--- src/rtl/mem_pkg.sv ---
// Shared encodings for the memory access stage: access sizes, FSM states, fault codes.
package mem_pkg;

    localparam logic [1:0] SZ_B = 2'd0;
    localparam logic [1:0] SZ_H = 2'd1;
    localparam logic [1:0] SZ_W = 2'd2;
    localparam logic [1:0] SZ_D = 2'd3;

    localparam logic [1:0] IDLE = 2'd0;
    localparam logic [1:0] REQ  = 2'd1;
    localparam logic [1:0] RESP = 2'd2;

    localparam logic [1:0] FLT_NONE     = 2'd0;
    localparam logic [1:0] FLT_MISALIGN = 2'd1;
    localparam logic [1:0] FLT_TIMEOUT  = 2'd2;

    // Dword accesses only exist on a 64-bit datapath.
    function automatic logic is_misaligned(input logic [1:0] size, input logic [2:0] lo,
                                           input logic has_dword);
        case (size)
            SZ_B:    return 1'b0;
            SZ_H:    return lo[0];
            SZ_W:    return |lo[1:0];
            default: return !has_dword || (|lo);
        endcase
    endfunction

endpackage

--- src/rtl/lsu_align.sv ---
// Byte-lane formatting: byte enables and positioned store data, plus shifted and
// sign/zero-extended load data. Purely combinational.
module lsu_align
    import mem_pkg::*;
#(
    parameter int DATA_W = 32,
    localparam int BE_W  = DATA_W / 8,
    localparam int OFF_W = $clog2(BE_W)
) (
    input  logic [1:0]        i_size,
    input  logic [OFF_W-1:0]  i_off,
    input  logic              i_unsigned,
    input  logic [DATA_W-1:0] i_wdata,
    input  logic [DATA_W-1:0] i_rdata,
    output logic [BE_W-1:0]   o_be,
    output logic [DATA_W-1:0] o_wdata,
    output logic [DATA_W-1:0] o_ld_val
);

    logic [3:0]        w_nbytes;
    logic [BE_W-1:0]   w_lanes;
    logic [DATA_W-1:0] w_bitmask;
    logic [DATA_W-1:0] w_shifted;
    logic              w_sign;

    always_comb begin
        w_nbytes  = 4'd1 << i_size;
        w_lanes   = '0;
        w_bitmask = '0;
        for (int b = 0; b < BE_W; b++) begin
            w_lanes[b]          = (4'(b) < w_nbytes);
            w_bitmask[8*b +: 8] = {8{w_lanes[b]}};
        end
        w_shifted = (i_rdata >> {i_off, 3'b000}) & w_bitmask;
        case (i_size)
            SZ_B:    w_sign = w_shifted[7];
            SZ_H:    w_sign = w_shifted[15];
            SZ_W:    w_sign = w_shifted[31];
            default: w_sign = w_shifted[DATA_W-1];
        endcase
        o_be     = w_lanes << i_off;
        o_wdata  = (i_wdata & w_bitmask) << {i_off, 3'b000};
        o_ld_val = (w_sign && !i_unsigned) ? (w_shifted | ~w_bitmask) : w_shifted;
    end

endmodule

--- src/rtl/mem_access_unit.sv ---
// Memory pipeline stage: one op in flight, 2+ cycles for load/store, 1 for pass-through/fault.
// in_ready only in IDLE; results held until out_ready; dmem request held until ack or timeout.
module mem_access_unit
    import mem_pkg::*;
#(
    parameter int DATA_W   = 32,
    parameter int ADDR_W   = 32,
    parameter int MAX_WAIT = 15
) (
    input  logic                clk,
    input  logic                rst,
    input  logic                in_valid,
    output logic                in_ready,
    input  logic                in_ld,
    input  logic                in_str,
    input  logic [1:0]          in_size,
    input  logic                in_unsigned,
    input  logic [ADDR_W-1:0]   in_addr,
    input  logic [DATA_W-1:0]   in_data,
    input  logic [4:0]          in_rd_num,
    output logic                out_valid,
    input  logic                out_ready,
    output logic [DATA_W-1:0]   out_val,
    output logic [4:0]          out_rd_num,
    output logic                out_we,
    output logic [1:0]          out_fault,
    output logic                dmem_req,
    output logic                dmem_we,
    output logic [ADDR_W-1:0]   dmem_addr,
    output logic [DATA_W-1:0]   dmem_wdata,
    output logic [DATA_W/8-1:0] dmem_be,
    input  logic                dmem_ack,
    input  logic [DATA_W-1:0]   dmem_rdata
);

    localparam int BE_W   = DATA_W / 8;
    localparam int OFF_W  = $clog2(BE_W);
    localparam int WAIT_W = $clog2(MAX_WAIT + 1);

    logic [1:0]        r_state;
    logic              r_in_rdy;
    logic [WAIT_W-1:0] r_wait;
    logic              r_is_ld;
    logic [1:0]        r_size;
    logic [OFF_W-1:0]  r_off;
    logic              r_unsigned;
    logic [4:0]        r_rd;
    logic              r_out_vld;
    logic [DATA_W-1:0] r_out_val;
    logic              r_out_we;
    logic [1:0]        r_out_fault;
    logic              r_req;
    logic              r_we;
    logic [ADDR_W-1:0] r_addr;
    logic [DATA_W-1:0] r_wdata;
    logic [BE_W-1:0]   r_be;

    logic [1:0]        w_state_nxt;
    logic              w_is_mem;
    logic              w_misalign;
    logic              w_wait_done;
    logic [1:0]        w_size;
    logic [OFF_W-1:0]  w_off;
    logic [BE_W-1:0]   w_be;
    logic [DATA_W-1:0] w_wdata;
    logic [DATA_W-1:0] w_ld_val;

    // Both ld and str high is not a memory op; it falls through as pass-through.
    assign w_is_mem    = in_ld ^ in_str;
    assign w_misalign  = is_misaligned(in_size, in_addr[2:0], DATA_W == 64);
    assign w_wait_done = (r_wait == WAIT_W'(MAX_WAIT - 1));

    // Lane formatter sees the incoming op in IDLE and the captured op while waiting.
    assign w_size = (r_state == IDLE) ? in_size : r_size;
    assign w_off  = (r_state == IDLE) ? in_addr[OFF_W-1:0] : r_off;

    lsu_align #(.DATA_W(DATA_W)) u_align (
        .i_size     (w_size),
        .i_off      (w_off),
        .i_unsigned (r_unsigned),
        .i_wdata    (in_data),
        .i_rdata    (dmem_rdata),
        .o_be       (w_be),
        .o_wdata    (w_wdata),
        .o_ld_val   (w_ld_val)
    );

    always_comb begin
        w_state_nxt = r_state;
        case (r_state)
            IDLE:    if (in_valid) w_state_nxt = (w_is_mem && !w_misalign) ? REQ : RESP;
            REQ:     if (dmem_ack || w_wait_done) w_state_nxt = RESP;
            RESP:    if (out_ready) w_state_nxt = IDLE;
            default: w_state_nxt = IDLE;
        endcase
    end

    always_ff @(posedge clk or posedge rst) begin
        if (rst) begin
            r_state     <= IDLE;
            r_in_rdy    <= 1'b0;
            r_wait      <= '0;
            r_is_ld     <= 1'b0;
            r_size      <= SZ_B;
            r_off       <= '0;
            r_unsigned  <= 1'b0;
            r_rd        <= '0;
            r_out_vld   <= 1'b0;
            r_out_val   <= '0;
            r_out_we    <= 1'b0;
            r_out_fault <= FLT_NONE;
            r_req       <= 1'b0;
            r_we        <= 1'b0;
            r_addr      <= '0;
            r_wdata     <= '0;
            r_be        <= '0;
        end else begin
            r_state  <= w_state_nxt;
            r_in_rdy <= (w_state_nxt == IDLE);
            case (r_state)
                IDLE: if (in_valid) begin
                    r_rd       <= in_rd_num;
                    r_is_ld    <= in_ld;
                    r_size     <= in_size;
                    r_off      <= in_addr[OFF_W-1:0];
                    r_unsigned <= in_unsigned;
                    r_wait     <= '0;
                    if (!w_is_mem) begin
                        r_out_vld   <= 1'b1;
                        r_out_val   <= in_data;
                        r_out_we    <= 1'b1;
                        r_out_fault <= FLT_NONE;
                    end else if (w_misalign) begin
                        r_out_vld   <= 1'b1;
                        r_out_val   <= '0;
                        r_out_we    <= 1'b0;
                        r_out_fault <= FLT_MISALIGN;
                    end else begin
                        r_req   <= 1'b1;
                        r_we    <= in_str;
                        r_addr  <= {in_addr[ADDR_W-1:OFF_W], {OFF_W{1'b0}}};
                        r_wdata <= in_str ? w_wdata : '0;
                        r_be    <= w_be;
                    end
                end
                // An ack on the final counted cycle takes priority over the timeout.
                REQ: if (dmem_ack) begin
                    r_req       <= 1'b0;
                    r_we        <= 1'b0;
                    r_out_vld   <= 1'b1;
                    r_out_val   <= r_is_ld ? w_ld_val : '0;
                    r_out_we    <= r_is_ld;
                    r_out_fault <= FLT_NONE;
                end else if (w_wait_done) begin
                    r_req       <= 1'b0;
                    r_we        <= 1'b0;
                    r_out_vld   <= 1'b1;
                    r_out_val   <= '0;
                    r_out_we    <= 1'b0;
                    r_out_fault <= FLT_TIMEOUT;
                end else begin
                    r_wait <= r_wait + WAIT_W'(1);
                end
                RESP: if (out_ready) begin
                    r_out_vld <= 1'b0;
                    r_out_we  <= 1'b0;
                end
                default: ;
            endcase
        end
    end

    assign in_ready   = r_in_rdy;
    assign out_valid  = r_out_vld;
    assign out_val    = r_out_val;
    assign out_rd_num = r_rd;
    assign out_we     = r_out_we;
    assign out_fault  = r_out_fault;
    assign dmem_req   = r_req;
    assign dmem_we    = r_we;
    assign dmem_addr  = r_addr;
    assign dmem_wdata = r_wdata;
    assign dmem_be    = r_be;

endmodule
--- config.mk ---
export PLATFORM = sky130hd
export DESIGN_NAME = mem_access_unit
export DESIGN_NICKNAME = d
export VERILOG_FILES = /design/src/rtl/mem_pkg.sv /design/src/rtl/lsu_align.sv /design/src/rtl/mem_access_unit.sv
export SDC_FILE = /design/constraint.sdc
export NUM_CORES = 1
export LEC_CHECK = 0
export BUFFER_PORTS_ARGS = -buffer_cell sky130_fd_sc_hd__clkbuf_2
export CORE_MARGIN = 3
export CORE_UTILIZATION = 30
export CTS_BUF_LIST = sky130_fd_sc_hd__clkbuf_4 sky130_fd_sc_hd__clkbuf_8
export DETAILED_ROUTE_END_ITERATION = 10
export GPL_TIMING_DRIVEN = 0
export PLACE_DENSITY_LB_ADDON = 0.12
export SYNTH_ARGS = -nofsm -noshare
export SYNTH_HDL_FRONTEND = slang
export SYNTH_HIERARCHICAL = 1
export SYNTH_SLANG_ARGS = --single-unit
--- constraint.sdc ---
create_clock -name clk -period 3.7 [get_ports clk]
set_input_delay 0.185 -clock clk [delete_from_list [all_inputs] [get_ports clk]]
set_output_delay 0.185 -clock clk [all_outputs]
set_load 0.05 [all_outputs]
==> results.ini, run 1 <==
[status]
status=completed

[critical_path]
crit_required_ns=4.03
worstSetupStartpoint=r_state[0]$_DFF_PP0_
worstSetupPathType=reg -> reg
cp_data_arrival_time_ns=3.24
start_kind=register
worstSetupEndpointType=register
crit_fanout=10
r2r-start=r_state[0]$_DFF_PP0_

[yosys]
yosysSeqAreaShare=0.454
ys_types=48
synth_cells=627
yosysWarnings=6
ys_top_cells_by_area=dfrtp_1, mux2_2, mux2_4
synth_edf_count=0
ys.flop_type=dfrtp_1
synth_top_area_cell=dfrtp_1
ys_ff_latch=122
synth_area_sq_um=6730
synthTopCellsByCount=dfrtp_1, nand2_1, mux2_2, o21ai_0, a22o_1
synth_top_area_share=0.454
postSynth.asyncResetShare=1.00
syn_area_per_cell_sq_um=10.7
yosysMostFrequentCell=dfrtp_1

[place]
pre_cts_ws_ns=0.830
placed_area_sq_um=8210
io_buffers=219
hpwl_um=18000
place_congestion=0.886

[grt]
grt_start_max_net_pins=70
grt_util_all_layers=0.190
grt_pass1_wl_um=35300
grt_overflow_total=0
antenna_found_initial=3
grt_pass1_vias=6174

[clock_network]
cts-root-buf=clkbuf_8
cts_buffers=17
clkSinkCount=122
clkTransAtPathRegs_ns=0.08
clock_latency_ns=0.45
htree_levels=4
clock_path_buffers=2
cts_tree=done
cts-resized-gates=0

[sta]
hold_viol_final=0
maxSlewViolCount=0
timing.final.ws_setup_ns=0.789
rsz0062_at_grt=false
finalCritPeriodShare=0.787
setup-violations-final=0
tightestPinTransition_ns=0.670
fin_tns_setup_ns=0
relSlewSlack=0.553
finalClockSkew_ns=0.0160
final.min_clock_period_ns=2.91
fmax_mhz=344

[min_path]
min_from=in_addr[1]
hold_class=in -> reg

[drt]
dr.pass1.iters=5
drt-vias-per-instance=4.91
final_antenna_net_count=0
wire_per_inst_um=19.4
drt-total-wl_um=23300
drc=0
vias=5890
drtIter0Drc=325

[pwr]
p_per_area_nw_per_um2=987
power_leakage_nw=4.44
vdd_drop_max_mv=0.375
finalPower_mw=8.89

[finish]
syn2layout_area_growth_pct=33.8
nets=1022
drive_gt1_frac=0.424
final_area_sq_um=9010

[floorplanning]
die_h_um=156
io_pins=223
die_w_um=156
rows=54
dieArea_sq_um=24300
core-area_sq_um=22000
start_util=0.307

[flow_run]
maxCapViolations=0

## cells by family (layout without fill, tap and decap cells)
| family | after synthesis | after routing | share of synthesized area |
|---|---|---|---|
| AOI/OAI and AO/OA | 165 | 165 | 0.169 |
| xor gates and xnor gates | 3 | 3 | 0.00502 |
| adders and majority gates | 6 | 6 | 0.0112 |
| buffers and inverters | 63 | 353 | 0.0546 |
| DFF | 122 | 122 | 0.454 |
| muxes | 116 | 116 | 0.201 |
| other | 1 | 4 | 0.000557 |
| and+or+nand+nor | 151 | 151 | 0.106 |
## placed cells by master (no fill, tap or decap), drive strengths merged
cell type | Yosys | layout
clkbuf | 15 | 254
dfrtp | 122 | 122
mux2 | 86 | 86
nand2 | 81 | 81
o21ai | 46 | 46
dlygate4sd3 | 0 | 38
buf | 35 | 36
a22o | 32 | 32
mux2i | 30 | 30
a21oi | 27 | 27
nor2b | 21 | 21
nor2 | 19 | 19
o22ai | 18 | 18
a22oi | 17 | 17
inv | 13 | 14
and2 | 10 | 10
or2 | 9 | 9
a211oi | 8 | 8
o2bb2ai | 8 | 8
ha | 6 | 6
clkinv | 0 | 6
nand2b | 3 | 3
bufinv | 0 | 3
diode | 0 | 2
nand3 | 2 | 2
a31o | 2 | 2
nand4 | 2 | 2
xnor2 | 2 | 2
conb | 1 | 2
clkinvlp | 0 | 2
nor3 | 2 | 2
o221ai | 2 | 2
xor2 | 1 | 1
and3 | 1 | 1
o2111ai | 1 | 1
a222oi | 1 | 1
a21o | 1 | 1
o211ai | 1 | 1
nor3b | 1 | 1
a221oi | 1 | 1
## layer usage
layer	wire length, um	global-route usage
met3	1430	0.0469
met4	398	0.0580
met5	0	0
met2	10800	0.305
met1	10600	0.253
## per-stage QoR
| step | utilization | cells | hold WS (ns) |
|---|---|---|---|
| after global routing | 0.410 | 1200 | 0.0191 |
| after global placement | 0.373 | 1127 | 0.405 |
| final | 0.410 | 1200 | 0.0414 |
| after CTS | 0.410 | 1198 | 0.0180 |
| after floorplan | - | 628 | 0.317 |
| after detailed placement | 0.374 | 1128 | 0.344 |
## worst max-delay path, stage by stage (launching register included)
cell,delay (ns)
dfrtp_1,0.43
inv_1,0.10
ha_1,0.19
buf_4,0.20
mux2_2,0.40
mux2_4,0.36
a221oi_4,0.47
a21oi_1,0.14
a22o_1,0.23
mux2_2,0.26
## registers in the layout (all words and copies together) (netlist names), 2 cells and up
name	flops
dmem_addr	30
dmem_be	4
dmem_wdata	32
out_fault	2
out_rd_num	5
out_val	32
r_off	2
r_size	2
r_state	2
r_wait	4
## path summary, 6_finish.rpt
path,cells past startpoint,end,slack [ns]
worst max-delay path,9,out_val[9]$_DFFE_PP0P_,0.79
worst min-delay path,2,r_off[1]$_DFFE_PP0P_,0.04
worst max register to register,9,out_val[9]$_DFFE_PP0P_,0.79
worst min register to register,2,dmem_wdata[0]$_DFFE_PP0P_,0.49
max in group asynchronous,4,out_val[22]$_DFFE_PP0P_,2.60
min in group asynchronous,3,dmem_addr[8]$_DFFE_PP0P_,0.39
## layout make-up
| class | count | area [sq um] |
|---|---|---|
| multi-input combinational | 443 | 3310 |
| antenna | 2 | 5.00 |
| tap | 280 | 350 |
| buffer | 50 | 319 |
| clock inverter | 12 | 148 |
| timing repair buffer | 258 | 1500 |
| fill | 2210 | 12900 |
| sequential | 122 | 3050 |
| inverter | 13 | 53.8 |
| clock buffer | 20 | 263 |
## where the power goes
group	leakage [nW]	switching (mW)	total [mW]	internal [mW]
clock network	0.210	0.574	1.27	0.696
logic	2.68	3.70	5.37	1.68
registers	1.55	0.328	2.25	1.92
## timing repair
| item | CTS | global route |
|---|---|---|
| hold buffers | 38 | 0 |
| setup buffers | 0 | 0 |
| endpoints found under the hold margin | 105 | 0 |
(Power assumes the default switching activity.)
==> run 2: changes to the inputs <==
--- a/config.mk
+++ b/config.mk
@@ -5,6 +5,7 @@
 export SDC_FILE = /design/constraint.sdc
 export NUM_CORES = 1
 export LEC_CHECK = 0
+export ABC_AREA = 1
 export BUFFER_PORTS_ARGS = -buffer_cell sky130_fd_sc_hd__clkbuf_2
 export CORE_MARGIN = 3
 export CORE_UTILIZATION = 30
==> constraint.sdc (replaced) <==
create_clock -name clk -period 2.75 [get_ports clk]
set_input_delay 0.1375 -clock clk [delete_from_list [all_inputs] [get_ports clk]]
set_output_delay 0.1375 -clock clk [all_outputs]
set_load 0.05 [all_outputs]
==> results.ini, run 2 <==
[critical_path]
crit_fanout=10
worstSetupStartpoint=r_state[0]$_DFF_PP0_
worstSetupPathType=reg -> reg
crit_chain=inv_1 > ha_4 > inv_1 > clkbuf_4 > o21ai_0 > buf_6 > nor2_4 > inv_2 > nand2_1 > nand2_1 > o21ai_0 > o21ai_0 > nand2_1 > o21ai_1
cpPeakStageDelay_ns=0.41
crit_required_ns=3.12
critPathBufInv=5
critPathTopFamily=compound AO/OA/AOI/OAI gates
r2r-start=r_state[0]$_DFF_PP0_
worstSetupEndpointType=register
cpMaxStageDelayCell=dfrtp_1
start_kind=register
cp_data_arrival_time_ns=2.93

[finish]
final_util=0.418
num_antenna_cells=0
nets=1371
syn2layout_area_growth_pct=34.4
mostFrequentLayoutCell=nand2_1
final_cell_mix=nand2_1, clkbuf_2, dfrtp_1
drive_gt1_frac=0.262

[yosys]
ys_ff_latch=122
synth_area_sq_um=6890
synth_cells=963
yosysSeqAreaShare=0.443
synth_edf_count=0
postSynth.asyncResetShare=1.00
yosysMostFrequentCell=nand2_1
synthTopCellsByCount=nand2_1, o21ai_0, dfrtp_1, inv_1, nor2_1
yosysWarnings=6
ys_top_cells_by_area=dfrtp_1, nand2_1, o21ai_0
ys.flop_type=dfrtp_1
synth_top_area_cell=dfrtp_1
syn_area_per_cell_sq_um=7.15
ys_types=34
synth_top_area_share=0.443

[grt]
grt_pass1_wl_um=39900
grt_use_met3=0.0410
grt_start_max_net_pins=39
grt_pass1_vias=7065
grt_busiest_layer=met2
grt_overflow_total=0
grt_util_all_layers=0.210
antenna_found_initial=0
grt_use_met1=0.293
grtUsageMet2=0.329

[floorplanning]
io_pins=223
dieArea_sq_um=24800
start_util=0.311
core-area_sq_um=22200
die_h_um=158
die_w_um=158
rows=54

[sta]
finalClockSkew_ns=0.0112
relSlewSlack=0.601
fin_tns_setup_ns=0
fmax_mhz=391
setup-violations-final=0
finalCritPeriodShare=0.929
rsz0062_at_grt=false
final.min_clock_period_ns=2.55
maxSlewViolCount=0
hold_viol_final=0
tightestPinTransition_ns=0.596

[drt]
drt-total-wl_um=25900
dr.pass1.iters=5
drtIter0Drc=394
vias=7278
wire_per_inst_um=16.7
final_antenna_net_count=0
drc=0
drt-vias-per-instance=4.70

[min_path]
hold_class=in -> reg
min_from=dmem_ack

[clock_network]
clkSinkCount=122
clock_path_buffers=2
cts_tree=done
htree_levels=4
cts_buffers=17
clock_latency_ns=0.45
clkTransAtPathRegs_ns=0.08
cts-root-buf=clkbuf_8

[place]
place_congestion=0.905
hpwl_um=20200
io_buffers=219

[flow_run]
maxCapViolations=0

[pwr]
power_leakage_nw=5.09
p_per_area_nw_per_um2=1280
vdd_drop_max_mv=0.446

[status]
status=completed

==> run 2: changes by cell type after synthesis, moves of 22 or more <==
cell	previous run	this run
mux2i_1	30	0
mux2_4	22	0
nand2_1	80	454
a21oi_1	27	4
o21ai_0	44	123
mux2_2	63	0
inv_1	12	57
a22o_1	32	0
==> run 2: final timing paths <==
check                      slack, ns                         end  cells after the start
max                             0.20  dmem_wdata[29]$_DFFE_PP0P_                     14
min                             0.04    out_fault[1]$_DFFE_PP0P_                      4
max reg2reg                     0.20  dmem_wdata[29]$_DFFE_PP0P_                     14
min reg2reg                     0.48       out_valid$_DFFE_PP0P_                      2
max in group asynchronous       1.66     out_val[25]$_DFFE_PP0P_                      5
min in group asynchronous       0.26   dmem_addr[20]$_DFFE_PP0P_                      3
==> run 2: metal layers <==
metal / wire length [um] / vias to the layer above / part of all wire
met3: 1350 / 37 / 0.052
li1: - / 3625 / -
met2: 11800 / 238 / 0.45
met1: 12100 / 3378 / 0.47
met4: 691 / 0 / 0.027
met5: 0 / - / 0
==> run 2: tightest hold or removal path: cells and delay by family <==
family,cells,cell delay [ns]
buffers and inverters,1,0.13
and+or+nand+nor,3,0.19
==> run 2: final cells by class <==
type / instances / area (sq um)
fillers: 2440 / 12900
multi-input cells: 721 / 3230
clock inverters: 14 / 114
repair buffers: 271 / 1630
flip-flops and latches: 122 / 3050
inverters: 64 / 251
well taps: 280 / 350
clock buffers: 18 / 241
plain buffers: 57 / 382
==> run 2: logic make-up after synthesis <==
family | share of synthesized area
AND/OR/NAND/NOR | 0.312
AO/OA/AOI/OAI | 0.141
flip-flops | 0.443
buffers and inverters | 0.0906
adder cells (fa/ha/maj) | 0.0109
XOR/XNOR | 0.00127
other | 0.000544
==> run 2: power breakdown <==
part	switching, mW	internal (mW)	leakage, nW	total (mW)
logic	5.50	1.88	3.33	7.39
clock network	0.861	0.650	0.176	1.51
registers	0.413	2.54	1.58	2.95
total	6.78	5.07	5.09	11.8
==> run 2: repair_timing <==
item                       4_1_cts  5_1_grt
buffers inserted                 0        6
hold buffers                    43        0
setup endpoints to repair        2       48
pin swaps                        0        1
gates resized for setup          1       11
hold endpoints to repair        65        0
==> run 2: per-stage QoR <==
| stage | area, sq um | total power [mW] | setup WS (ns) | hold slack (ns) | instances |
|---|---|---|---|---|---|
| global placement | 8340 | 10.2 | -0.0770 | 0.331 | 1463 |
| floorplan | 6900 | 8.22 | 0.502 | 0.247 | 964 |
| global route | 9260 | 12.6 | 0.00871 | 0.0258 | 1547 |
| finish | 9260 | 11.8 | 0.195 | 0.0412 | 1547 |
| detailed placement | 8400 | 10.2 | -0.0137 | 0.211 | 1466 |
| CTS | 9190 | 11.8 | 0.00657 | 0.00571 | 1541 |
==> run 3: changes to the inputs <==
--- a/config.mk
+++ b/config.mk
@@ -10,9 +10,10 @@
 export CORE_MARGIN = 3
 export CORE_UTILIZATION = 30
 export CTS_BUF_LIST = sky130_fd_sc_hd__clkbuf_4 sky130_fd_sc_hd__clkbuf_8
+export CTS_CLUSTER_SIZE = 12
 export DETAILED_ROUTE_END_ITERATION = 10
 export GPL_TIMING_DRIVEN = 0
-export PLACE_DENSITY_LB_ADDON = 0.12
+export PLACE_DENSITY = 0.59
 export SYNTH_ARGS = -nofsm -noshare
 export SYNTH_HDL_FRONTEND = slang
 export SYNTH_HIERARCHICAL = 1
==> results.ini, run 3 (synthesized netlist as in run 2, its figures left out) <==
[floorplanning]
io_pins=223
die_h_um=158
die_w_um=158
rows=54
dieArea_sq_um=24800
start_util=0.311
core-area_sq_um=22200

[sta]
finalClockSkew_ns=0.0143
hold_viol_final=0
maxSlewViolCount=0
finalCritPeriodShare=0.943
relSlewSlack=0.580
final.min_clock_period_ns=2.59
tightestPinTransition_ns=0.627
setup-violations-final=0
timing.final.ws_setup_ns=0.157
fmax_mhz=386

[place]
io_buffers=219
dp.cells=1466
pre_cts_ws_ns=-0.0208
hpwl_um=19800
place_congestion=0.937

[critical_path]
worstSetupPathType=reg -> reg
r2r_end=out_val[9]$_DFFE_PP0P_
r2r-start=r_state[0]$_DFF_PP0_
crit_required_ns=3.08
r2r_setup_slack_ns=0.16
r2r_cells=16
cp_data_arrival_time_ns=2.93
worstSetupEndpointType=register
start_kind=register
crit_fanout=10

[clock_network]
clkTransAtPathRegs_ns=0.08
clkSinkCount=122
cts-root-buf=clkbuf_8
clock_path_buffers=2
cts_tree=done
cts_buffers=17
htree_levels=4
clock_latency_ns=0.45

[finish]
num_antenna_cells=0
final-seq-area_sq_um=3050
multi_input_area_sq_um=3230
syn2layout_area_growth_pct=34.1
final_cell_mix=nand2_1, clkbuf_2, dfrtp_1
nets=1369
fill_cells=2328
final_cells=1543
mostFrequentLayoutCell=nand2_1
drive_gt1_frac=0.259

[drt]
vias=7348
final_antenna_net_count=0
drtIter0Drc=428
wire_per_inst_um=16.5
drt-total-wl_um=25500
drc=0
dr.pass1.iters=5
drt-vias-per-instance=4.76

[grt]
grt_start_max_net_pins=41
grt_pass1_wl_um=39100
antenna_found_initial=0
grt_overflow_total=0
grt_pass1_vias=7132
grt_util_all_layers=0.204

[pwr]
power_leakage_nw=5.07
p_per_area_nw_per_um2=1280
vdd_drop_max_mv=0.587

[status]
status=completed

[flow_run]
maxCapViolations=0

[min_path]
hold_end=r_is_ld$_DFFE_PP0P_
hold_class=in -> reg
min_from=in_ld
min_path_cells=3

[run 3: changes by cell type in the layout (fill, tap and decap cells not counted), sizes merged]
cell	previous run	this run
bufinv	0	1
clkinvlp	4	5
buf	42	39
clkbuf	261	262
inv	67	63
[run 3: area by class of cell]
type | count | share of cell area
multi-input cells | 721 | 0.350
repair buffers | 269 | 0.175
well taps | 280 | 0.0379
clock inverters | 12 | 0.0111
plain buffers | 57 | 0.0416
clock buffers | 18 | 0.0268
flip-flops and latches | 122 | 0.330
inverters | 64 | 0.0272
[run 3: stage by stage]
stage / TNS (ns) / util / total power [mW] / cell area [sq um] / hold slack, ns
after floorplan: 0 / - / 8.22 / 6900 / 0.247
after global placement: -0.00661 / 0.376 / 10.1 / 8340 / 0.332
after detailed placement: -0.0254 / 0.379 / 10.1 / 8400 / 0.208
after CTS: 0 / 0.414 / 11.8 / 9190 / 0.00790
after global routing: -0.0109 / 0.417 / 12.6 / 9240 / 0.0582
final: 0 / 0.417 / 11.8 / 9240 / 0.0415
[run 3: worst max-delay path, stage by stage (launching register included)]
cell and delay, ns:
dfrtp_1 0.42, inv_1 0.14, ha_4 0.19, inv_1 0.06, clkbuf_4 0.18, o21ai_1 0.16, buf_6 0.17, buf_4 0.17
nand3_1 0.09, nand2_2 0.14, a21oi_4 0.09, nand2_1 0.24, nand2_1 0.11, nand2_1 0.08, o21ai_0 0.08, nand2_1 0.11
nand2_1 0.05
[run 3: report_power, final]
part	total [mW]	switching [mW]	leakage [nW]	internal [mW]
Clock	1.51	0.791	0.172	0.721
Sequential	2.97	0.424	1.58	2.54
Combinational	7.34	5.47	3.32	1.87
Total	11.8	6.69	5.07	5.13
[run 3: worst max path at each step]
stage / from / endpoint
finish: r_state[0]$_DFF_PP0_ / out_val[9]$_DFFE_PP0P_
global route: r_state[0]$_DFF_PP0_ / dmem_wdata[30]$_DFFE_PP0P_
CTS: r_state[0]$_DFF_PP0_ / out_val[0]$_DFFE_PP0P_
detailed placement: r_state[0]$_DFF_PP0_ / out_val[0]$_DFFE_PP0P_
global placement: r_state[0]$_DFF_PP0_ / out_val[0]$_DFFE_PP0P_
floorplan: r_state[0]$_DFF_PP0_ / out_val[21]$_DFFE_PP0P_
[run 3: routing by layer]
layer | track usage | routed length (um) | up-vias
met5 | 0 | 0 | -
met4 | 0.0748 | 682 | 0
met3 | 0.0388 | 1680 | 50
met2 | 0.323 | 11700 | 267
met1 | 0.280 | 11400 | 3415
li1 | - | - | 3616
[run 3: timing repair]
| item | in CTS | in global routing |
|---|---|---|
| buffers inserted | 0 | 4 |
| resized for setup | 1 | 11 |
| hold buffers | 43 | 0 |
| hold endpoints to repair | 66 | 0 |
| setup endpoints to repair | 2 | 40 |
